===== src/rtl/cordic_vec_arbiter.sv =====
// Round-robin arbiter sharing one pipelined vector-mode CORDIC among NCH channels.
// Channel IDs ride alongside the CORDIC in an in-order tag FIFO so results come back tagged.
module cordic_vec_arbiter #(
    parameter int NCH       = 4,
    parameter int XY_BITS   = 12,
    parameter int PH_BITS   = 32,
    parameter int TAG_DEPTH = 64,
    parameter int CHW       = $clog2(NCH)
) (
    input  logic                                 clk_in,
    input  logic                                 RST,
    input  logic                                 en,
    input  logic [NCH-1:0]                       req_valid,
    input  logic [NCH*XY_BITS-1:0]               req_x,
    input  logic [NCH*XY_BITS-1:0]               req_y,
    output logic [NCH-1:0]                       req_ready,
    output logic [XY_BITS-1:0]                   cor_x,
    output logic [XY_BITS-1:0]                   cor_y,
    output logic                                 cor_valid_in,
    input  logic                                 cor_valid_out,
    input  logic [PH_BITS-1:0]                   cor_phase,
    input  logic [XY_BITS:0]                     cor_mag,
    output logic                                 res_valid,
    output logic [CHW-1:0]                       res_ch,
    output logic [XY_BITS:0]                     res_mag,
    output logic [PH_BITS-1:0]                   res_phase,
    output logic [$clog2(TAG_DEPTH+1)-1:0]       in_flight,
    output logic                                 err_underflow,
    output logic                                 err_overrun
);

    localparam int CW = $clog2(TAG_DEPTH + 1);
    localparam int AW = $clog2(TAG_DEPTH);

    logic [CHW-1:0]     r_ptr;
    logic [CW-1:0]      r_count;
    logic [AW-1:0]      r_wr_ptr;
    logic [AW-1:0]      r_rd_ptr;
    logic [CHW-1:0]     r_tags [TAG_DEPTH];
    logic [XY_BITS-1:0] r_cor_x;
    logic [XY_BITS-1:0] r_cor_y;
    logic               r_cor_valid;
    logic               r_res_valid;
    logic [CHW-1:0]     r_res_ch;
    logic [XY_BITS:0]   r_res_mag;
    logic [PH_BITS-1:0] r_res_phase;
    logic               r_err_underflow;
    logic               r_err_overrun;

    logic               w_eligible;
    logic               w_grant_any;
    logic [CHW-1:0]     w_grant_ch;
    logic               w_pop;
    logic [CHW-1:0]     w_ptr_next;

    // Full blocks grants even when a pop lands in the same cycle: keeps pop off the ready path.
    assign w_eligible = en && !RST && (r_count < CW'(TAG_DEPTH));
    assign w_pop      = cor_valid_out && (r_count != '0);
    assign w_ptr_next = (w_grant_ch == CHW'(NCH - 1)) ? '0 : w_grant_ch + CHW'(1);

    always_comb begin
        logic [CHW-1:0] c;
        w_grant_any = 1'b0;
        w_grant_ch  = '0;
        c           = '0;
        for (int unsigned i = 0; i < NCH; i++) begin
            c = CHW'((32'(r_ptr) + i) % NCH);
            if (w_eligible && !w_grant_any && req_valid[c]) begin
                w_grant_any = 1'b1;
                w_grant_ch  = c;
            end
        end
    end

    always_comb begin
        req_ready = '0;
        if (w_grant_any) req_ready[w_grant_ch] = 1'b1;
    end

    always_ff @(posedge clk_in) begin
        if (RST) begin
            r_ptr           <= '0;
            r_count         <= '0;
            r_wr_ptr        <= '0;
            r_rd_ptr        <= '0;
            r_cor_x         <= '0;
            r_cor_y         <= '0;
            r_cor_valid     <= 1'b0;
            r_res_valid     <= 1'b0;
            r_res_ch        <= '0;
            r_res_mag       <= '0;
            r_res_phase     <= '0;
            r_err_underflow <= 1'b0;
            r_err_overrun   <= 1'b0;
        end else begin
            r_cor_valid <= w_grant_any;
            if (w_grant_any) begin
                r_ptr    <= w_ptr_next;
                r_cor_x  <= req_x[w_grant_ch*XY_BITS +: XY_BITS];
                r_cor_y  <= req_y[w_grant_ch*XY_BITS +: XY_BITS];
                r_wr_ptr <= r_wr_ptr + AW'(1);
            end
            r_res_valid <= w_pop;
            if (w_pop) begin
                r_res_ch    <= r_tags[r_rd_ptr];
                r_res_mag   <= cor_mag;
                r_res_phase <= cor_phase;
                r_rd_ptr    <= r_rd_ptr + AW'(1);
            end
            if (cor_valid_out && (r_count == '0)) r_err_underflow <= 1'b1;
            if (w_grant_any && (r_count == CW'(TAG_DEPTH))) r_err_overrun <= 1'b1;
            case ({w_grant_any, w_pop})
                2'b10:   r_count <= r_count + CW'(1);
                2'b01:   r_count <= r_count - CW'(1);
                default: r_count <= r_count;
            endcase
        end
    end

    // Tag storage needs no reset: occupancy is tracked by the pointers and count.
    always_ff @(posedge clk_in) begin
        if (w_grant_any) r_tags[r_wr_ptr] <= w_grant_ch;
    end

    assign cor_x         = r_cor_x;
    assign cor_y         = r_cor_y;
    assign cor_valid_in  = r_cor_valid;
    assign res_valid     = r_res_valid;
    assign res_ch        = r_res_ch;
    assign res_mag       = r_res_mag;
    assign res_phase     = r_res_phase;
    assign in_flight     = r_count;
    assign err_underflow = r_err_underflow;
    assign err_overrun   = r_err_overrun;

endmodule


===== config.mk =====
export PLATFORM = sky130hd
export DESIGN_NAME = cordic_vec_arbiter
export DESIGN_NICKNAME = d
export VERILOG_FILES = /design/src/rtl/cordic_vec_arbiter.sv
export SDC_FILE = /design/constraint.sdc
export NUM_CORES = 1
export LEC_CHECK = 0
export BUFFER_PORTS_ARGS = -buffer_cell sky130_fd_sc_hd__buf_2
export CORE_MARGIN = 2
export CORE_UTILIZATION = 56
export DETAILED_ROUTE_END_ITERATION = 8
export PLACE_DENSITY = 0.83
export REMOVE_ABC_BUFFERS = 1
export SLEW_MARGIN = 20
export SYNTH_ARGS = -nofsm -noshare
export SYNTH_HDL_FRONTEND = slang
export SYNTH_SLANG_ARGS = --single-unit

===== constraint.sdc =====
create_clock -name clk_in -period 8.9 [get_ports clk_in]
set_input_delay 0.445 -clock clk_in [delete_from_list [all_inputs] [get_ports clk_in]]
set_output_delay 0.445 -clock clk_in [all_outputs]
set_load 0.01 [all_outputs]

Word-level counts from Yosys, hierarchy flattened. Memory sizes are Yosys's and may differ from the RTL's. A register that Yosys moved wholly into a read port is not among the register bits. Cells that the tools add are included.

Register bits after elaboration: 94. RAM bits: 128. Input bits: 149. Output and inout port bits: 86. Memories: 1.

Memories: r_tags (depth 64, bits a word 2, rd ports 1, clocked after Yosys merged registers in 1, write ports 1, RTL line 39) `logic [CHW-1:0] r_tags [TAG_DEPTH];`.

$add $sub $neg: 8. $mul: 1. Magnitude comparators: 7. Equal/unequal tests: 4. Shift-type cells: 2. Multiplexer cells: 23. Reductions and logical operators: 20.

Operators with widths (count): 48-bit by 7-bit variable part select with 12-bit output (2); 2-bit by 3-bit less-than comparator with 1-bit output (second input constant) (5); 7-bit case mux with 2 select lines (1); 1-bit logical AND (13); 6-bit by 1-bit adder with 6-bit output (second input constant) (2); 1-bit two-way mux (11); 2-bit two-way mux (5); 1-bit binary-select mux with 2-bit select (4); 7-bit by 1-bit adder with 7-bit output (second input constant) (1); 7-bit equality test (second input constant) (1); 7-bit zero test (1); 7-bit less-than comparator (second input constant) (1); 7-bit nonzero test (1); 7-bit by 1-bit subtractor with 7-bit output (second input constant) (1); 2-bit by 1-bit adder with 2-bit output (second input constant) (2); 2-bit adder (second input constant) (2); 2-bit equality test (second input constant) (2); 1-bit zero test (4); 2-bit by 2-bit multiplier with 4-bit output (second input constant) (1); 4-bit two-way mux (1); 1-bit demux with 2-bit select (1); 2-bit by 1-bit equality test with 1-bit output (second input constant) (1); 2-bit by 1-bit greater-or-equal comparator with 1-bit output (second input constant) (1); 2-bit nonzero test (1).

Depth between registers and ports, before layout. Gate-level depths: netlist (run 1).

Word-level depth: 22. Mapped depth: 16. Gate-level depth less buffers: 13.

Least setup slack after synthesis (run 1). OpenSTA, ideal clock, no wires.

Path type: reg-to-reg. Start: register r_count[4], in the netlist in_flight[4]. End: register r_count[6], in the netlist in_flight[6]. Setup time: 0.131 ns. Data arrival time: 3.233 ns. Data required time: 8.769 ns. Slack: 5.536 ns. Stages on the path, launching flop included: 17. Path buffers: 3. Clock period less this slack: 3.364 ns. Cell sequence: dfxtp_1 clkbuf_1 nor4_1 nand2_1 nand2_1 inv_2 clkbuf_1 ha_1 clkbuf_1 xor2_1 ha_1 or3_1 a21oi_2 or3_1 a222oi_1 or3_1 a21oi_1.

Elaborated cells between the ends (all ways): 24.

RTL lines: from (decl) (RTL line 36) `logic [CW-1:0] r_count;`; from (signal assigned) (RTL line 113) `2'b10: r_count <= r_count + CW'(1);`; from (signal assigned) (RTL line 114) `2'b01: r_count <= r_count - CW'(1);`; from (signal assigned) (RTL line 115) `default: r_count <= r_count;`; 7-bit nonzero test (*) (RTL line 58) `assign w_pop = cor_valid_out && (r_count != '0);`; 1-bit logical AND (*) (RTL line 58); net w_pop (RTL line 53) `logic w_pop;`; 2-bit by 1-bit equality test with 1-bit output / 2-bit equality test (equally long branches) (RTL line 112) `case ({w_grant_any, w_pop})`; 7-bit case mux with 2 select lines / 2-bit nonzero test (equally long branches).

Mark *: on every way through the listed nets, which the timed path passes. The rest lies on a longest branch. A chain may end at the register's enable or synchronous reset.

Final worst setup path (run 1).
Start: register r_count[6], in the netlist in_flight[6]. End: register r_count[6], in the netlist in_flight[6].

Word-level cells in the longest chain between the ends: 18. Elaborated cells between the ends (all ways): 24.

RTL lines: 7-bit less-than comparator (RTL line 57) `assign w_eligible = en && !RST && (r_count < CW'(TAG_DEPTH));`; 1-bit logical AND (RTL line 57); 1-bit logical AND (RTL line 68) `if (w_eligible && !w_grant_any && req_valid[c]) begin`; 1-bit two-way mux (RTL line 68); 1-bit zero test (RTL line 68); 1-bit logical AND (2 in a row) (RTL line 68); 1-bit two-way mux (RTL line 68); 1-bit zero test (RTL line 68); 1-bit logical AND (2 in a row) (RTL line 68); 1-bit two-way mux (RTL line 68); 1-bit zero test (RTL line 68); 1-bit logical AND (2 in a row) (RTL line 68); 1-bit two-way mux (RTL line 68); 2-bit by 1-bit equality test with 1-bit output / 2-bit equality test (equally long branches) (RTL line 112); 7-bit case mux with 2 select lines / 2-bit nonzero test (equally long branches).

Parallel ways exist; a longest one is shown, timed or not.

==> out/qor.yml, run 1 <==
power:
  p_leak_uw: 0.004789
  report.power.total_uw: 3096
  power.ir.vdd_worst_mv: 0.1841
  power_density_mw_per_mm2: 262.6
yosys:
  ys_seq_area_share_pct: 58.48
  post_synth_inst_count: 836
  synthSimpleGateAreaFrac_pct: 13.35
  yosys_register_bits: 224
  synth_compound_gate_area_share_pct: 9.392
  dominantRegCellSynth: "sky130_fd_sc_hd__edfxtp_1"
  top_cells_by_count_synth: "sky130_fd_sc_hd__nand2_1, sky130_fd_sc_hd__edfxtp_1, sky130_fd_sc_hd__dfxtp_1, sky130_fd_sc_hd__nor2_1, sky130_fd_sc_hd__mux2i_1"
  yosysWarningCount: 0
  post-synth-top-area-cell: "sky130_fd_sc_hd__edfxtp_1"
  synth_area_per_cell_um2: 11.79
  synthAdderAreaFrac_pct: 1.142
  yosysTopAreaCellShare_pct: 38.99
  synth-edff-count: 128
  post_synth_main_area_contributors: "sky130_fd_sc_hd__edfxtp_1, sky130_fd_sc_hd__dfxtp_1, sky130_fd_sc_hd__mux2i_1"
  yosys-mux-area-fraction_pct: 12.59
  largest_family_of_logic_cells_by_synthesized_area: "simple AND/OR/NAND/NOR gates"
  post_synth_num_cell_types: 59
  synthArstFlopShare_pct: 0
  synth.cell_area_mm2: 0.009858
  post_synth_xor_area_fraction_pct: 1.333
  synthMostInstantiatedCell: "sky130_fd_sc_hd__nand2_1"
sta:
  postLayoutSetupSlackWorst_ns: 5.120
  timing.setup.tns_ns: 0
  hold-worst-slack_ns: 0.1775
  finalMaxSlewViolations: 0
  fin_skew_ns: 0.005078
  max_freq_ghz: 0.2646
  hold_viol_final: 0
  relSlewSlack_pct: 32.27
  max_slew.worst_pin.slew_ns: 1.015
  timing.final.setup_violations: 0
  fin_crit_ns: 3.780
  finalCritPeriodShare_pct: 42.47
  rsz0062_at_grt: "no"
drt:
  detailedRoute.firstIterationViolations: 525
  viasPerCell: 5.700
  drc: 0
  post_drt_wl_per_cell_um: 18.27
  num_vias: 7290
  drt-pass1-iter-count: 5
  antenna_violation_net_count_after_detailed_routing: 0
  wirelength_mm: 23.36
worst_setup_path:
  cp_startpoint: "in_flight[6]"
  cp_data_arrival_time_ns: 4.20
  worst_path_largest_cell_delay_ns: 0.74
  r2r_end: "in_flight[6]"
  setup.reg_to_reg.worst_slack_ns: 5.12
  crit_path_frequent_cell: "sky130_fd_sc_hd__or3_1"
  critPathRequiredTime_ns: 9.33
  worst-path-max-fanout: 19
  cp_num_buf_inv: 1
  crit_path_top_delay_cell: "sky130_fd_sc_hd__o41a_1"
  crit_path_end: "in_flight[6]"
  cell_family_with_most_cp_delay: "compound AO/OA/AOI/OAI gates"
  crit_path_cell_trace: "nor3b_2 > o41a_1 > inv_2 > ha_1 > xor2_1 > ha_1 > or3_1 > a21oi_2 > or3_1 > a222oi_1 > or3_1 > a21oi_1"
  startpoint_type: "flop"
  worst_r2r_startpoint: "in_flight[6]"
  critical_path_cell_count: 12
  endpoint_kind: "flop"
  reg2regPathDepth: 12
  timing.setup.critical_path_class: "flop to flop"
place:
  numPortBuffers: 234
  place.gp.congestion: 0.8132
  place_worst_setup_slack_ns: 4.962
  detailed_place_hpwl_mm: 15.57
cts:
  clock_path_buffers: 3
  cts.repair_timing.setup_buffer_count: 0
  worst_skew_pair.late_latency_ns: 0.50
  cts-buffers-inserted: 22
  cts_root_buf: "sky130_fd_sc_hd__clkbuf_16"
  cts_resized: 0
  hold_buffers: 0
  cts_tree: "yes"
  clk_pin_slew_worst_paths_ns: 0.06
  clock_sink_count: 224
  h-tree-depth: 1
finish:
  multi_input_area_mm2: 0.003739
  layout.core_utilization_pct: 68.42
  regArea_mm2: 0.005767
  fill_cells: 1194
  final_net_count: 1196
  drive_above_1_share_pct: 31.97
  syn_to_final_growth_pct: 19.62
  antenna_fix_cells: 0
floorplan:
  start_util_pct: 57.19
  die_w_um: 136.7
  die_h_um: 136.7
  floorplan.die_area_mm2: 0.01868
  core.rowCount: 48
  core-area_mm2: 0.01724
  io_pins: 235
outcome:
  outcome: "finished, final reports clean"
global_routing:
  grt_antenna_before_repair: 0
  grt_pass1_vias: 7140
  gr-usage-all-layers_pct: 24.69
  global_route_wire_length_before_repair_mm: 36.16
  grt_remaining_overflow: 0
  grt_start_max_net_pins: 74
job:
  max_cap_violations: 0
hold_path:
  hold_path_class: "input port to flop"
cell type report:
| class | count | area share [%] |
|---|---|---|
| sequential | 224 | 48.90 |
| timing repair buffer | 243 | 10.50 |
| inverter | 9 | 0.2865 |
| clock inverter | 11 | 0.7003 |
| multi-input combinational | 538 | 31.70 |
| tap | 225 | 2.387 |
| clock buffer | 29 | 5.517 |
layer usage:
layer	GRT usage [%]	up-vias	wire [um]
li1	-	3432	-
met1	31.01	3498	9013
met2	43.28	314	12110
met3	4.815	46	1645
met4	7.407	0	590
met5	0	-	0
logic make-up (layout without fill, tap and decap cells):
kind of cell             after synthesis  after routing
AND/OR/NAND/NOR                      297            297
AO/OA/AOI/OAI                        123            123
XOR/XNOR                              15             15
flip-flops                           224            224
adder cells (fa/ha/maj)                9              9
buffers and inverters                 74            292
multiplexers                          94             94
cell usage in the layout (no fill, tap or decap), drive strengths merged, types with 3 or more instances in the layout:
cell type,synthesis,final
inv,9,11
nand3b,8,8
mux4,24,24
nor3b,4,4
nand4,6,6
mux2i,70,70
dfxtp,96,96
o221ai,26,26
a22oi,8,8
o22ai,3,3
o31ai,4,4
or3,8,8
buf,32,243
nor2,92,92
ha,9,9
edfxtp,128,128
or2,5,5
xor2,10,10
clkinv,0,8
a21oi,55,55
nand2,137,137
o21ai,7,7
nand3,12,12
and2,4,4
or3b,4,4
nor2b,6,6
clkbuf,33,29
xnor2,5,5
nor3,3,3
a31oi,6,6
sequential cells by signal, indices dropped and copies added (netlist names):
register / count
cor_valid_in: 1
r_wr_ptr: 6
res_mag: 13
r_rd_ptr: 6
err_overrun: 1
res_valid: 1
in_flight: 7
r_tags: 128
res_ch: 2
res_phase: 32
cor_x: 12
cor_y: 12
err_underflow: 1
r_ptr: 2
worst reg2reg max path: cells and delay by family, from the launching register on:
family | cells | cell delay (ns)
compound gates | 4 | 1.17
simple gates | 4 | 1.10
fa+ha+maj | 2 | 0.67
flops | 1 | 0.36
xor+xnor | 1 | 0.22
buf+inv | 1 | 0.20
report_power, final:
part	switching (uW)	internal [uW]	leakage (uW)
clock network	385	546	0.000369
registers	81.5	1220	0.00197
logic	513	348	0.00245
per-stage QoR:
step,cell area [um^2],cells
CTS,11790,1279
floorplan,9527,771
detailed placement,11060,1239
global placement,11060,1239
global route,11790,1279
finish,11790,1279
worst min path at each step:
stage / start / to / slack [ns] / cells after the start
after CTS: cor_mag[6] / res_mag[6] / 0.16 / 3
after global routing: cor_phase[2] / res_phase[2] / 0.17 / 3
final: cor_mag[12] / res_mag[12] / 0.18 / 3
after detailed placement: res_mag[9] / res_mag[9] / 0.44 / 2
after global placement: res_phase[29] / res_phase[29] / 0.44 / 2
after floorplan: res_mag[0] / res_mag[0] / 0.47 / 2
(Power assumes the default switching activity.)
==> inputs of run 2 (changes only) <==
- ABC_AREA: default -> 1
- CORE_UTILIZATION: 56 -> 50
- PLACE_DENSITY: 0.83 -> 0.77
- clock period: 8.9 -> 3.29 ns (I/O delays scaled with it)
==> run 2 against run 1 <==
Compared with the run above: total power grew to 3.6 times the previous value; worst setup slack lost 4.9 ns; sequential cell count stayed put; synthesized cell count rose by 65%; critical path depth rose by 1; via count rose by 42%; utilization shrank 5.9 points; critical endpoint is now req_ready[1].
==> out/qor.yml, run 2 <==
outcome:
  outcome: "finished, final reports clean"
power:
  power.ir.vdd_worst_mv: 0.4881
  power_density_mw_per_mm2: 809.5
  p_leak_uw: 0.006598
floorplan:
  die_h_um: 153.1
  io_pins: 235
  floorplan.die_area_mm2: 0.02343
  start_util_pct: 50.92
  core-area_mm2: 0.02182
  die_w_um: 153.1
  core.rowCount: 54
worst_setup_path:
  crit_path_cell_trace: "buf_4 > nand2_1 > nand2_1 > nand2_1 > nand2_4 > nor2_4 > nor2_4 > nand3_2 > nand3_2 > buf_4 > nand2_1 > inv_1 > buf_2"
  critPathRequiredTime_ns: 3.13
  critical_path_cell_count: 13
  reg2regPathDepth: 20
  crit_path_frequent_cell: "sky130_fd_sc_hd__nand2_1"
  timing.setup.critical_path_class: "flop to output pin"
  cp_startpoint: "r_ptr[0]"
  cp_data_arrival_time_ns: 2.86
  cp_num_buf_inv: 4
  startpoint_type: "flop"
  worst-path-max-fanout: 71
  crit_path_top_delay_cell: "sky130_fd_sc_hd__buf_4"
  endpoint_kind: "output pin"
  worst_path_largest_cell_delay_ns: 0.57
  cell_family_with_most_cp_delay: "buffers and inverters"
  worst_r2r_startpoint: "r_ptr[0]"
global_routing:
  grt_remaining_overflow: 0
  grt_antenna_before_repair: 0
  gr-usage-all-layers_pct: 26.04
  grt_start_max_net_pins: 84
  global_route_wire_length_before_repair_mm: 50.05
  grt_pass1_vias: 10220
finish:
  regArea_mm2: 0.005768
  drive_above_1_share_pct: 20.35
  layout.cells.most_common: "sky130_fd_sc_hd__nor2_1"
  layout.cells.most_common_list: "sky130_fd_sc_hd__nor2_1, sky130_fd_sc_hd__buf_2, sky130_fd_sc_hd__inv_1"
  max_flop_register: "r_tags"
  final_cells: 1926
  fill_cells: 1806
  largest_register_ff_count: 128
  antenna_fix_cells: 0
  final_net_count: 1787
  syn_to_final_growth_pct: 22.71
  multi_input_area_mm2: 0.004083
drt:
  num_vias: 10360
  wirelength_mm: 31.22
  detailedRoute.firstIterationViolations: 880
  viasPerCell: 5.380
  antenna_violation_net_count_after_detailed_routing: 0
  post_drt_wl_per_cell_um: 16.21
  drt-pass1-iter-count: 5
  drc: 0
sta:
  hold-worst-slack_ns: 0.02375
  max_freq_ghz: 0.3306
  finalCritPeriodShare_pct: 91.94
  rsz0062_at_grt: "no"
  finalMaxSlewViolations: 0
  relSlewSlack_pct: 47.12
  fin_skew_ns: 0.01791
  max_slew.worst_pin.slew_ns: 0.7871
  timing.final.setup_violations: 0
  fin_crit_ns: 3.025
  hold_viol_final: 0
cts:
  worst_skew_pair.late_latency_ns: 0.53
  clk_pin_slew_worst_paths_ns: 0.06
  clock_sink_count: 224
  cts_root_buf: "sky130_fd_sc_hd__clkbuf_16"
  clock_path_buffers: 3
  h-tree-depth: 1
  cts.repair_timing.setup_buffer_count: 0
  cts_tree: "yes"
  cts-buffers-inserted: 23
yosys:
  post_synth_num_cell_types: 39
  post_synth_main_area_contributors: "sky130_fd_sc_hd__edfxtp_1, sky130_fd_sc_hd__dfxtp_1, sky130_fd_sc_hd__nand3_1"
  synth-edff-count: 128
  ys_seq_area_share_pct: 51.89
  yosys_register_bits: 224
  post-synth-top-area-cell: "sky130_fd_sc_hd__edfxtp_1"
  synthArstFlopShare_pct: 0
  yosysWarningCount: 0
  synth.cell_area_mm2: 0.01111
  dominantRegCellSynth: "sky130_fd_sc_hd__edfxtp_1"
  synthMostInstantiatedCell: "sky130_fd_sc_hd__nor2_1"
  synth_area_per_cell_um2: 8.040
  yosysTopAreaCellShare_pct: 34.59
  post_synth_inst_count: 1382
  top_cells_by_count_synth: "sky130_fd_sc_hd__nor2_1, sky130_fd_sc_hd__inv_1, sky130_fd_sc_hd__nand3_1, sky130_fd_sc_hd__o21ai_0, sky130_fd_sc_hd__nand2_1"
place:
  detailed_place_hpwl_mm: 19.82
  place.gp.congestion: 0.8864
  dp.cells: 1839
  numPortBuffers: 234
job:
  max_cap_violations: 0
hold_path:
  timing.hold.worst.start: "cor_valid_out"
  hold_path_class: "input port to flop"
  worst_hold_path.num_cells: 3
run 2: changes by cell type after synthesis, sizes merged, moves of 10 or more:
cell / before / now
a21oi: 55 / 17
o221ai: 26 / 0
mux4: 24 / 0
o21ai: 7 / 152
nor2: 92 / 243
nor3: 3 / 13
o211ai: 1 / 17
inv: 9 / 230
mux2i: 70 / 0
nand3: 12 / 205
clkbuf: 33 / 45
o22ai: 3 / 16
run 2: power by group:
| group | total, uW | switching [uW] | leakage, uW | internal (uW) |
|---|---|---|---|---|
| logic | 4460 | 3020 | 0.00425 | 1430 |
| clock network | 2690 | 1100 | 0.000378 | 1590 |
| registers | 3890 | 262 | 0.00197 | 3630 |
run 2: layout make-up:
class / count / area share, %
clock buffers: 32 / 4.616
repair buffers: 301 / 13.10
flip-flops and latches: 224 / 42.30
multi-input cells: 847 / 29.94
inverters: 232 / 6.405
well taps: 280 / 2.569
clock inverters: 10 / 1.064
run 2: routing by layer:
metal | global-route usage (%) | part of all wire, % | vias to the layer above
li1 | - | - | 4994
met1 | 29.78 | 37 | 4758
met2 | 45.81 | 50 | 488
met3 | 5.585 | 7.9 | 122
met4 | 13.45 | 5.3 | 0
met5 | 0 | 0 | -
run 2: worst min-delay path, stage by stage:
cell and delay, ns:
sky130_fd_sc_hd__buf_2 0.12, sky130_fd_sc_hd__nand4_1 0.14, sky130_fd_sc_hd__a21oi_1 0.07
run 2: worst paths after layout:
path | endpoint | slack, ns
worst max-delay path | req_ready[1] | 0.27
worst min-delay path | err_underflow | 0.02
worst max register to register | in_flight[4] | 0.31
worst min register to register | err_overrun | 0.43
run 2: repair_timing:
action,in CTS,in global routing
hold buffers,45,0
hold endpoints to repair,45,0
resized for setup,0,2
endpoints found under the setup margin,0,4
run 2: cell families after synthesis:
| kind of cell | Yosys count | share of synthesized area, % |
|---|---|---|
| and+or+nand+nor | 626 | 25.14 |
| buffers and inverters | 311 | 11.49 |
| DFF | 224 | 51.89 |
| AOI/OAI and AO/OA | 203 | 9.763 |
| xor gates and xnor gates | 9 | 0.7094 |
| adders and majority gates | 9 | 1.013 |
run 2: per-stage QoR:
stage	setup TNS (ns)	util [%]	total power (uW)	worst slack (ns)	cell area, um^2
floorplan	-24.06	-	6714	-0.6383	10710
global placement	0	56.85	8196	0.2942	12410
detailed placement	0	56.85	8264	0.1704	12410
CTS	0	62.46	11000	0.1028	13630
global route	0	62.48	11730	0.03523	13640
finish	0	62.48	11040	0.2651	13640
==> inputs of run 3 (changes only) <==
- PLACE_DENSITY: 0.77 -> 0.83
- SKIP_LAST_GASP: default -> 1
==> run 3 against run 2 <==
Compared with the run above: worst setup slack worse by 0.041 ns; sequential power up 1%; total power decreased by 1.6%; maximum frequency shrank 1.3%; via count up 1.8%; critical path type unchanged; largest power group unchanged.
==> out/qor.yml, run 3 (synthesized netlist as in run 2, its figures left out) <==
outcome:
  outcome: "finished, final reports clean"
hold_path:
  hold_path_class: "input port to flop"
place:
  dp.cells: 1838
  detailed_place_hpwl_mm: 20.36
  place.gp.congestion: 0.9254
  numPortBuffers: 234
worst_setup_path:
  crit_path_top_delay_cell: "sky130_fd_sc_hd__buf_4"
  startpoint_type: "flop"
  critPathRequiredTime_ns: 3.13
  worst_path_largest_cell_delay_ns: 0.59
  worst-path-max-fanout: 71
  cp_data_arrival_time_ns: 2.90
  crit_path_cell_trace: "inv_2 > nand2_1 > nand3_1 > nand2_4 > nor2_1 > nor2_4 > nand3_2 > nand3_2 > buf_4 > nand2_1 > inv_1 > buf_2"
  timing.setup.critical_path_class: "flop to output pin"
  endpoint_kind: "output pin"
sta:
  finalCritPeriodShare_pct: 93.19
  hold-worst-slack_ns: 0.06523
  max_slew.worst_pin.slew_ns: 0.9963
  fin_crit_ns: 3.066
  rsz0062_at_grt: "yes"
  fin_skew_ns: 0.009451
  relSlewSlack_pct: 33.51
  hold_viol_final: 0
  finalMaxSlewViolations: 0
  max_freq_ghz: 0.3262
  timing.final.setup_violations: 0
cts:
  cts_root_buf: "sky130_fd_sc_hd__clkbuf_16"
  h-tree-depth: 1
  clk_pin_slew_worst_paths_ns: 0.06
  worst_skew_pair.late_latency_ns: 0.51
  cts-buffers-inserted: 23
  clock_sink_count: 224
  cts_tree: "yes"
  clock_path_buffers: 3
floorplan:
  die_h_um: 153.1
  core-area_mm2: 0.02182
  floorplan.die_area_mm2: 0.02343
  die_w_um: 153.1
  io_pins: 235
  start_util_pct: 50.92
  core.rowCount: 54
global_routing:
  grt_start_max_net_pins: 84
  grt_pass1_vias: 10260
  grt_remaining_overflow: 0
  gr-usage-all-layers_pct: 26.79
  global_route_wire_length_before_repair_mm: 51.72
  grt_antenna_before_repair: 1
finish:
  final_net_count: 1787
  largest_register_ff_count: 128
  max_flop_register: "r_tags"
  fill_cells: 1760
  layout.cells.most_common: "sky130_fd_sc_hd__nor2_1"
  drive_above_1_share_pct: 20.43
  final_cells: 1925
  layout.cells.most_common_list: "sky130_fd_sc_hd__nor2_1, sky130_fd_sc_hd__buf_2, sky130_fd_sc_hd__inv_1"
  antenna_fix_cells: 0
  syn_to_final_growth_pct: 22.33
power:
  internal-power_uw: 6456
  power.ir.vdd_worst_mv: 0.4862
  share_clk_of_total_power_pct: 22.3
  swShare_pct: 40.58
  power.combinational.fraction_pct: 41.5
  report.power.total_uw: 10860
  p_leak_uw: 0.006567
  power_density_mw_per_mm2: 799.3
  power.net_switching_uw: 4409
  share_seq_of_total_power_pct: 36.2
drt:
  drt-pass1-iter-count: 7
  viasPerCell: 5.481
  drc: 0
  detailedRoute.firstIterationViolations: 1261
  wirelength_mm: 31.97
  num_vias: 10550
  antenna_violation_net_count_after_detailed_routing: 0
  post_drt_wl_per_cell_um: 16.61
job:
  max_cap_violations: 0
[run 3: cell types whose count changed in the layout (fill, tap and decap cells not counted)]
cell / change
sky130_fd_sc_hd__buf_12: +2
sky130_fd_sc_hd__buf_4: -3
sky130_fd_sc_hd__bufinv_16: -3
sky130_fd_sc_hd__clkbuf_1: -2
sky130_fd_sc_hd__clkbuf_8: +1
sky130_fd_sc_hd__clkinv_2: +3
sky130_fd_sc_hd__clkinv_4: -1
sky130_fd_sc_hd__clkinvlp_4: +2
sky130_fd_sc_hd__dlygate4sd3_1: +1
sky130_fd_sc_hd__ha_1: +1
sky130_fd_sc_hd__ha_2: -1
sky130_fd_sc_hd__inv_16: -1
sky130_fd_sc_hd__xor2_1: -2
sky130_fd_sc_hd__xor2_2: +2
[run 3: worst paths after layout]
check	end	depth (start not counted)	slack, ns	from
worst max-delay path	req_ready[3]	12	0.22	r_ptr[0]
worst min-delay path	cor_x[0]	7	0.07	req_x[12]
worst max register to register	r_tags[30][0]	11	0.27	r_ptr[0]
worst min register to register	err_overrun	2	0.44	err_overrun
[run 3: what timing repair did]
action / in CTS / in global routing
buffers inserted: 0 / 0
hold buffers: 46 / 0
setup endpoints to repair: 0 / 72
hold endpoints to repair: 46 / 0
gates resized for setup: 0 / 3
[run 3: power by group through the flow]
stage	sequential, uW	clock [uW]	combinational [uW]
3_3_place_gp	3950	0	4280
4_1_cts	3910	2440	4420
3_5_place_dp	3960	0	4350
5_1_grt	3980	2560	5010
6_report	3930	2430	4510
2_1_floorplan	4160	0	2550
[run 3: metal layers]
| metal | share of wire, % | track usage, % | up-vias |
|---|---|---|---|
| li1 | - | - | 4982 |
| met1 | 37 | 32.41 | 4859 |
| met2 | 50 | 46.49 | 594 |
| met3 | 8.7 | 5.500 | 115 |
| met4 | 4.0 | 11.33 | 0 |
| met5 | 0 | 0 | - |
[run 3: metrics by stage]
step / utilization, % / setup WS (ns) / area (um^2) / setup TNS [ns]
after detailed placement: 56.93 / 0.1525 / 12420 / 0
after global placement: 56.93 / 0.3058 / 12420 / 0
after global routing: 62.29 / -0.004641 / 13590 / -0.004641
after floorplan: - / -0.6383 / 10710 / -24.06
final: 62.29 / 0.2242 / 13590 / 0
after CTS: 62.21 / 0.09228 / 13580 / 0
[run 3: worst max-delay path: cells and delay by family, from the launching register on]
kind                   cells  cell delay [ns]
flip-flops                 1             0.45
AND/OR/NAND/NOR            8             0.89
buffers and inverters      4             1.01
[run 3: cell type report]
class / instances / area, um^2 / share of cell area (%)
Sequential cell: 224 / 5768 / 42.43
Multi-Input combinational cell: 847 / 4095 / 30.13
Timing Repair Buffer: 301 / 1814 / 13.35
Inverter: 232 / 873.3 / 6.425
Clock buffer: 31 / 635.6 / 4.676
Tap cell: 280 / 350.3 / 2.577
Clock inverter: 10 / 56.30 / 0.4142
